===== src/rtl/stat_display_sel_pkg.sv =====
// Shared definitions for the statistics display selector.
//   mode_e   : display mode encodings driven by the mode switches
//   CH_*     : channel index of each CPU statistic on the ch_data bus
package stat_display_sel_pkg;

  typedef enum logic [1:0] {
    MODE_MANUAL = 2'b00,
    MODE_AUTO   = 2'b01,
    MODE_FREEZE = 2'b10,
    MODE_SNAP   = 2'b11
  } mode_e;

  localparam int unsigned CH_SYSCALL  = 0;
  localparam int unsigned CH_PC       = 1;
  localparam int unsigned CH_CYCLES   = 2;
  localparam int unsigned CH_JUMP     = 3;
  localparam int unsigned CH_BR_TAKEN = 4;
  localparam int unsigned CH_BRANCH   = 5;
  localparam int unsigned CH_MDATA    = 6;

endpackage


===== src/rtl/stat_dwell_timer.sv =====
// Dwell counter for auto-rotate mode.
//   clk, reset : clock, asynchronous active-high reset
//   clear      : restart the dwell period (count <= 0)
//   hold       : freeze the count
//   tick_c     : high for the cycle in which the count reaches DWELL-1
module stat_dwell_timer #(
  parameter int unsigned DWELL = 50000000
) (
  input  logic clk,
  input  logic reset,
  input  logic clear,
  input  logic hold,
  output logic tick_c
);

  localparam int unsigned CNT_W = (DWELL > 1) ? $clog2(DWELL) : 1;
  localparam logic [CNT_W-1:0] LAST = CNT_W'(DWELL - 1);

  logic [CNT_W-1:0] count;

  // Clear wins over hold; a tick restarts the period.
  assign tick_c = !clear && !hold && (count == LAST);

  always_ff @(posedge clk or posedge reset) begin
    if (reset) begin
      count <= '0;
    end else if (clear) begin
      count <= '0;
    end else if (!hold) begin
      count <= tick_c ? '0 : count + CNT_W'(1);
    end
  end

endmodule


===== src/rtl/stat_display_sel.sv =====
// CPU statistics display selector with manual, auto-rotate, freeze and
// snapshot modes.
//   clk, reset  : clock, asynchronous active-high reset
//   ch_data     : NUM_CH flattened channels, channel k at [k*DATA_W +: DATA_W]
//   ch_sel      : manual channel select
//   mode        : 00 manual, 01 auto-rotate, 10 freeze, 11 snapshot
//   snap_req    : snapshot request level, captured on its rising edge
//   in_addr     : RAM address switches
//   chose_out   : registered display word
//   cur_ch      : registered index of the channel shown
//   snap_valid  : a snapshot has been captured since reset
//   RAM_addr    : combinational copy of in_addr
module stat_display_sel
  import stat_display_sel_pkg::*;
#(
  parameter int unsigned DATA_W = 32,
  parameter int unsigned NUM_CH = 8,
  parameter int unsigned SEL_W  = 3,
  parameter int unsigned DWELL  = 50000000,
  parameter int unsigned ADDR_W = 12
) (
  input  logic                     clk,
  input  logic                     reset,
  input  logic [NUM_CH*DATA_W-1:0] ch_data,
  input  logic [SEL_W-1:0]         ch_sel,
  input  logic [1:0]               mode,
  input  logic                     snap_req,
  input  logic [ADDR_W-1:0]        in_addr,
  output logic [DATA_W-1:0]        chose_out,
  output logic [SEL_W-1:0]         cur_ch,
  output logic                     snap_valid,
  output logic [ADDR_W-1:0]        RAM_addr
);

  mode_e                     mode_cur;
  mode_e                     prev_mode;
  logic                      snap_req_q;
  logic [NUM_CH*DATA_W-1:0]  snap;
  logic                      capture_c;
  logic                      auto_entry_c;
  logic                      tick_c;
  logic [SEL_W-1:0]          cur_ch_d;
  logic [DATA_W-1:0]         chose_d;

  // Channel lookup; any index outside the bank falls back to channel 0.
  function automatic logic [DATA_W-1:0] pick_ch(
    input logic [NUM_CH*DATA_W-1:0] flat,
    input logic [SEL_W-1:0]         idx
  );
    logic [DATA_W-1:0] sel;
    sel = flat[DATA_W-1:0];
    for (int unsigned k = 1; k < NUM_CH; k++) begin
      if (idx == SEL_W'(k)) sel = flat[k*DATA_W +: DATA_W];
    end
    return sel;
  endfunction

  assign RAM_addr     = in_addr;
  assign mode_cur     = mode_e'(mode);
  assign capture_c    = snap_req && !snap_req_q;
  assign auto_entry_c = (mode_cur == MODE_AUTO) && (prev_mode != MODE_AUTO);

  // Counter runs only while staying in auto mode; entry restarts it.
  stat_dwell_timer #(
    .DWELL(DWELL)
  ) u_dwell (
    .clk   (clk),
    .reset (reset),
    .clear (auto_entry_c),
    .hold  (mode_cur != MODE_AUTO),
    .tick_c(tick_c)
  );

  // Next display word and channel index per mode.
  always_comb begin
    cur_ch_d = cur_ch;
    chose_d  = chose_out;
    unique case (mode_cur)
      MODE_MANUAL: begin
        cur_ch_d = ch_sel;
        chose_d  = pick_ch(ch_data, ch_sel);
      end
      MODE_AUTO: begin
        if (auto_entry_c) begin
          cur_ch_d = ch_sel;
        end else if (tick_c) begin
          cur_ch_d = (cur_ch >= SEL_W'(NUM_CH - 1)) ? '0 : cur_ch + SEL_W'(1);
        end
        chose_d = pick_ch(ch_data, cur_ch);
      end
      MODE_FREEZE: begin
        cur_ch_d = cur_ch;
        chose_d  = chose_out;
      end
      MODE_SNAP: begin
        cur_ch_d = ch_sel;
        // Reads the bank before this cycle's capture lands.
        chose_d  = pick_ch(snap, ch_sel);
      end
      default: begin
        cur_ch_d = cur_ch;
        chose_d  = chose_out;
      end
    endcase
  end

  // Display, snapshot bank and edge/mode history registers.
  always_ff @(posedge clk or posedge reset) begin
    if (reset) begin
      chose_out  <= '0;
      cur_ch     <= '0;
      snap_valid <= 1'b0;
      snap_req_q <= 1'b0;
      snap       <= '0;
      prev_mode  <= MODE_MANUAL;
    end else begin
      chose_out  <= chose_d;
      cur_ch     <= cur_ch_d;
      snap_req_q <= snap_req;
      prev_mode  <= mode_cur;
      if (capture_c) begin
        snap       <= ch_data;
        snap_valid <= 1'b1;
      end
    end
  end

endmodule


===== config.mk =====
export PLATFORM = sky130hd
export DESIGN_NAME = stat_display_sel
export DESIGN_NICKNAME = d
export VERILOG_FILES = /design/src/rtl/stat_display_sel_pkg.sv /design/src/rtl/stat_dwell_timer.sv /design/src/rtl/stat_display_sel.sv
export SDC_FILE = /design/constraint.sdc
export NUM_CORES = 1
export LEC_CHECK = 0
export ABC_AREA = 0
export CAP_MARGIN = 20
export CORE_ASPECT_RATIO = 0.9
export CORE_MARGIN = 3
export CORE_UTILIZATION = 61
export CTS_BUF_LIST = sky130_fd_sc_hd__clkbuf_8
export DETAILED_ROUTE_END_ITERATION = 7
export HOLD_SLACK_MARGIN = 0.1
export PLACE_DENSITY_LB_ADDON = 0.2
export SLEW_MARGIN = 20
export SYNTH_ARGS = -nofsm -noshare
export SYNTH_HDL_FRONTEND = slang
export SYNTH_SLANG_ARGS = --single-unit

===== constraint.sdc =====
create_clock -name clk -period 25.5 [get_ports clk]
set_input_delay 3.825 -clock clk [delete_from_list [all_inputs] [get_ports clk]]
set_output_delay 3.825 -clock clk [all_outputs]
set_load 0.02 [all_outputs]

# Yosys cells after proc, flatten, opt, wreduce, memory -nomap -nowiden
# Index checks and enable logic that the tools add are counted.
# classes
n_addsub	2
n_lt_le_gt_ge	1
n_eq_ne	22
mux	29
bitwise	1
n_reduce_logical	10
# ops
op	count
two-way mux 32 bit	21
case mux 32 bit (3 select lines)	1
two-way mux 26 bit	3
adder 26 x 1 -> 26 bit (second input constant)	1
equality test 26 bit (second input constant)	1
equality test 3 bit (second input constant)	8
equality test 3 x 2 -> 1 bit (second input constant)	4
two-way mux 3 bit	3
equality test 3 x 1 -> 1 bit (second input constant)	2
!= test 2 x 1 -> 1 bit (second input constant)	3
case mux 3 bit (2 select lines)	1
equality test 2 bit (second input constant)	2
logical AND 1 bit	4
adder 3 x 1 -> 3 bit (second input constant)	1
>= comparator 3 bit (second input constant)	1
logical NOT 1 bit	3
!= test 3 x 1 -> 1 bit (second input constant)	1
equality test 2 x 1 -> 1 bit (second input constant)	1
logical NOT 2 bit	1
AND reduction 2 bit	1
OR reduction 2 bit	1
NOT 1 bit	1
# totals
reg_bits	321
input_bits	276
out_inout_bits	48
word_cells	72

# Longest topological paths before layout
# depth
word_depth	9
mapped_depth	11
depth_no_buf	7

# Modules after synthesis
# A second synthesis with hierarchy kept.
# hier_totals
hier_cells	2055
area_unflattened_um2	20390.8
# by_module_without_submodules
module	instances	cells_per_inst	area_each_um2	seq_area_each_um2
stat_display_sel	1	1859	18730.5	7382.1
stat_dwell_timer	1	196	1660.3	650.6

# Worst setup path after synthesis
# OpenSTA, ideal clock, no wires.
# synth_path
path_type	input port to output port
startpoint	input in_addr[0]
endpoint	output RAM_addr[0]
t_arrival_ps	3959
t_required_ps	21675
path_slack_ps	17716
stages	1
path_buffers	1
path_cell_list	buf_4
# synth_rtl
element	line	text
start: declaration	stat_display_sel.sv:28	input logic [ADDR_W-1:0] in_addr,
end: declaration	stat_display_sel.sv:32	output logic [ADDR_W-1:0] RAM_addr
# No word-level cell between the ends.

# Worst setup path in the final report
# layout_path
startpoint	input in_addr[6]
endpoint	output RAM_addr[6]
# No word-level cell between the ends.

==> impl_metrics.env <==
export IMPL_ioPinCount=324
export IMPL_ys_seq_area_share_pct=38.9
export IMPL_dieArea_mm2=0.0361
export IMPL_syn_area_mm2=0.0206
export IMPL_grt_overflow_total=0
export IMPL_nFillCells=2427
export IMPL_cts_setup_buffers=0
export IMPL_rsz0062_at_grt="false"
export IMPL_status="complete, but fails checks"
export IMPL_async_flop_share_pct=100
export IMPL_place_inst=2688
export IMPL_ys_warn_count=0
export IMPL_setup_violations=0
export IMPL_hold_violations=0
export IMPL_whs_ns=0.472
export IMPL_place_congestion=0.944
export IMPL_synthSimpleGateAreaFrac_pct=10.2
export IMPL_tns_ns=0
export IMPL_final_antenna_net_count=0
export IMPL_io_buffers=299
export IMPL_num_rows=63
export IMPL_r2r_setup_slack_ns=21.64
export IMPL_worstPathRequired_ns=21.67
export IMPL_pre_cts_slack_ns=17.85
export IMPL_max_freq_mhz=131
export IMPL_synth_xor_area_share_pct=0.0424
export IMPL_path_clk_slew_ns=0.06
export IMPL_layout_common_cells="mux2_2 (347), dfrtp_1 (320), clkdlybuf4s50_1 (296), a21oi_1 (175), nand2_1 (141)"
export IMPL_grt_max_degree=134
export IMPL_clock_latency_ns=0.62
export IMPL_drt_wl_total_um=73200
export IMPL_synth_cell_types=69
export IMPL_timing_max_cap_violations=0
export IMPL_start_kind="input pin"
export IMPL_worst_clock_skew_ns=0.0155
export IMPL_synth_seq_cells=321
export IMPL_syn_instance_count=2112
export IMPL_antenna_found_initial=10
export IMPL_cts_tree="done"
export IMPL_area_growth_synth_to_final_pct=19.3
export IMPL_slew_violations=0
export IMPL_drive_gt1_share_pct=21.4
export IMPL_wl_per_cell_um=26.2
export IMPL_clockBufferDepth=3
export IMPL_num_vias=20071
export IMPL_ff_latch_area_mm2=0.00804
export IMPL_dp_hpwl_um=43600
export IMPL_muxShareOfSynthArea_pct=20.6
export IMPL_cp_data_arrival_time_ns=3.83
export IMPL_period_needed_ns=7.65
export IMPL_cts_htree_levels=2
export IMPL_p_per_area_mw_per_mm2=65.9
export IMPL_avgSynthCellArea_um2=9.78
export IMPL_final_common_cell="mux2_2"
export IMPL_crit_fanout=1
export IMPL_synth_edf_count=0
export IMPL_core_mm2=0.0332
export IMPL_drt_iter0_drc=2853
export IMPL_ctsResizeCount=0
export IMPL_min_path_type="register to register"
export IMPL_die_height_um=181
export IMPL_nets=2575
export IMPL_worstMarginPinSlew_ns=1.19
export IMPL_synth_main_ff_cell="dfrtp_1"
export IMPL_power_leakage_nw=9.50
export IMPL_multiInputGateArea_mm2=0.0115
export IMPL_cts_root_buffer="clkbuf_8"
export IMPL_violations="DRC"
export IMPL_initial_core_util_pct=62.2
export IMPL_timing_slew_headroom_pct=20.7
export IMPL_chipWidth_um=200
export IMPL_drc=1
export IMPL_synth_compound_area_share_pct=24.0
export IMPL_grt_total_usage_pct=38.9
export IMPL_crit_type="input pin to output pin"
export IMPL_synthAdderAreaFrac_pct=0.606
export IMPL_grt_pass1_vias=19866
export IMPL_clock_sinks=321
export IMPL_period_share_pct=30.0
export IMPL_ir_drop_mv=0.0485
export IMPL_synth_fp_nets=2398
export IMPL_vias_per_cell=7.19
export IMPL_synth_top_family_by_area="compound AO/OA/AOI/OAI gates"
export IMPL_cts_buffers=54
export IMPL_fin_util_pct=74.2
export IMPL_critPathCaptureType="output pin"
export IMPL_final_cell_count_no_fill=2791
export IMPL_post_route_worst_setup_slack_ns=17.85
export IMPL_firstDrtPassIters=8
export IMPL_grt_pass1_wl_um=111000
export IMPL_hold_buffers=0
[worst paths after layout]
kind                            start             to  depth (start not counted)
min reg2reg                snap_valid     snap_valid                          1
min in group asynchronous       reset      snap[162]                          2
max                        in_addr[6]    RAM_addr[6]                          0
max reg2reg                 cur_ch[2]  chose_out[31]                          8
max in group asynchronous       reset      cur_ch[2]                          3
min                        snap_valid     snap_valid                          1
[cell usage after synthesis (8+ instances only)]
library cell	instances	area share [%]
a211o_1	45	1.9
a21o_1	13	0.47
a21oi_1	175	4.2
a221o_1	39	1.9
a221oi_1	22	0.93
a31oi_1	14	0.42
a41oi_1	11	0.47
buf_1	9	0.16
buf_2	75	1.8
buf_4	21	0.76
clkbuf_1	100	1.8
dfrtp_1	321	39
ha_1	10	0.61
inv_1	25	0.45
mux2_2	347	19
mux2i_1	34	1.6
nand2_1	141	2.6
nand2b_1	48	1.5
nand3_1	23	0.56
nand3b_1	25	0.91
nand4_1	8	0.24
nor2_1	114	2.1
nor2b_1	28	0.85
o211ai_1	29	1.1
o21a_1	8	0.29
o21ai_0	87	2.1
o221ai_1	65	2.8
o22a_1	19	0.81
o22ai_1	137	4.2
o31ai_1	28	1.0
[metal layers]
layer  share of wire [%]  wire length [um]  global-route usage (%)
met1                  37             26900                    51.4
met2                  42             31100                    56.5
met3                  15             10800                    13.3
met4                 6.0              4380                    21.0
met5               0.055                40                       0
[registers in the layout, summed over array words and instances (netlist names)]
name,count
prev_mode,2
cur_ch,3
chose_out,32
snap,256
u_dwell.count,26
snap_req_q,1
snap_valid,1
[area by class of cell]
type / count / share of cell area, %
clock buffer: 66 / 3.69
inverter: 30 / 0.488
tap: 455 / 2.31
sequential: 321 / 32.6
timing repair buffer: 334 / 13.2
antenna: 9 / 0.0915
multi-input combinational: 1548 / 46.8
clock inverter: 28 / 0.788
[per-stage QoR]
stage	instance area, um^2	power (mW)
detailed placement	23500	1.13
global route	24600	1.68
floorplan	20600	0.947
CTS	24600	1.60
finish	24600	1.62
global placement	23500	1.11
[logic make-up (layout without fill, tap and decap cells)]
group	after synthesis	after routing
compound gates	724	724
simple gates	431	431
mux	382	382
flops	321	321
buf+inv	243	458
fa+ha+maj	10	10
xor+xnor	1	1
other cells	0	9
[report_power, final]
group          switching [mW]  internal (mW)  leakage (nW)  total, mW
sequential             0.0558          0.583          3.81      0.638
combinational           0.273          0.231          5.05      0.503
clock                   0.219          0.262         0.639      0.481
Note: power is estimated with default switching activity, not from simulation.
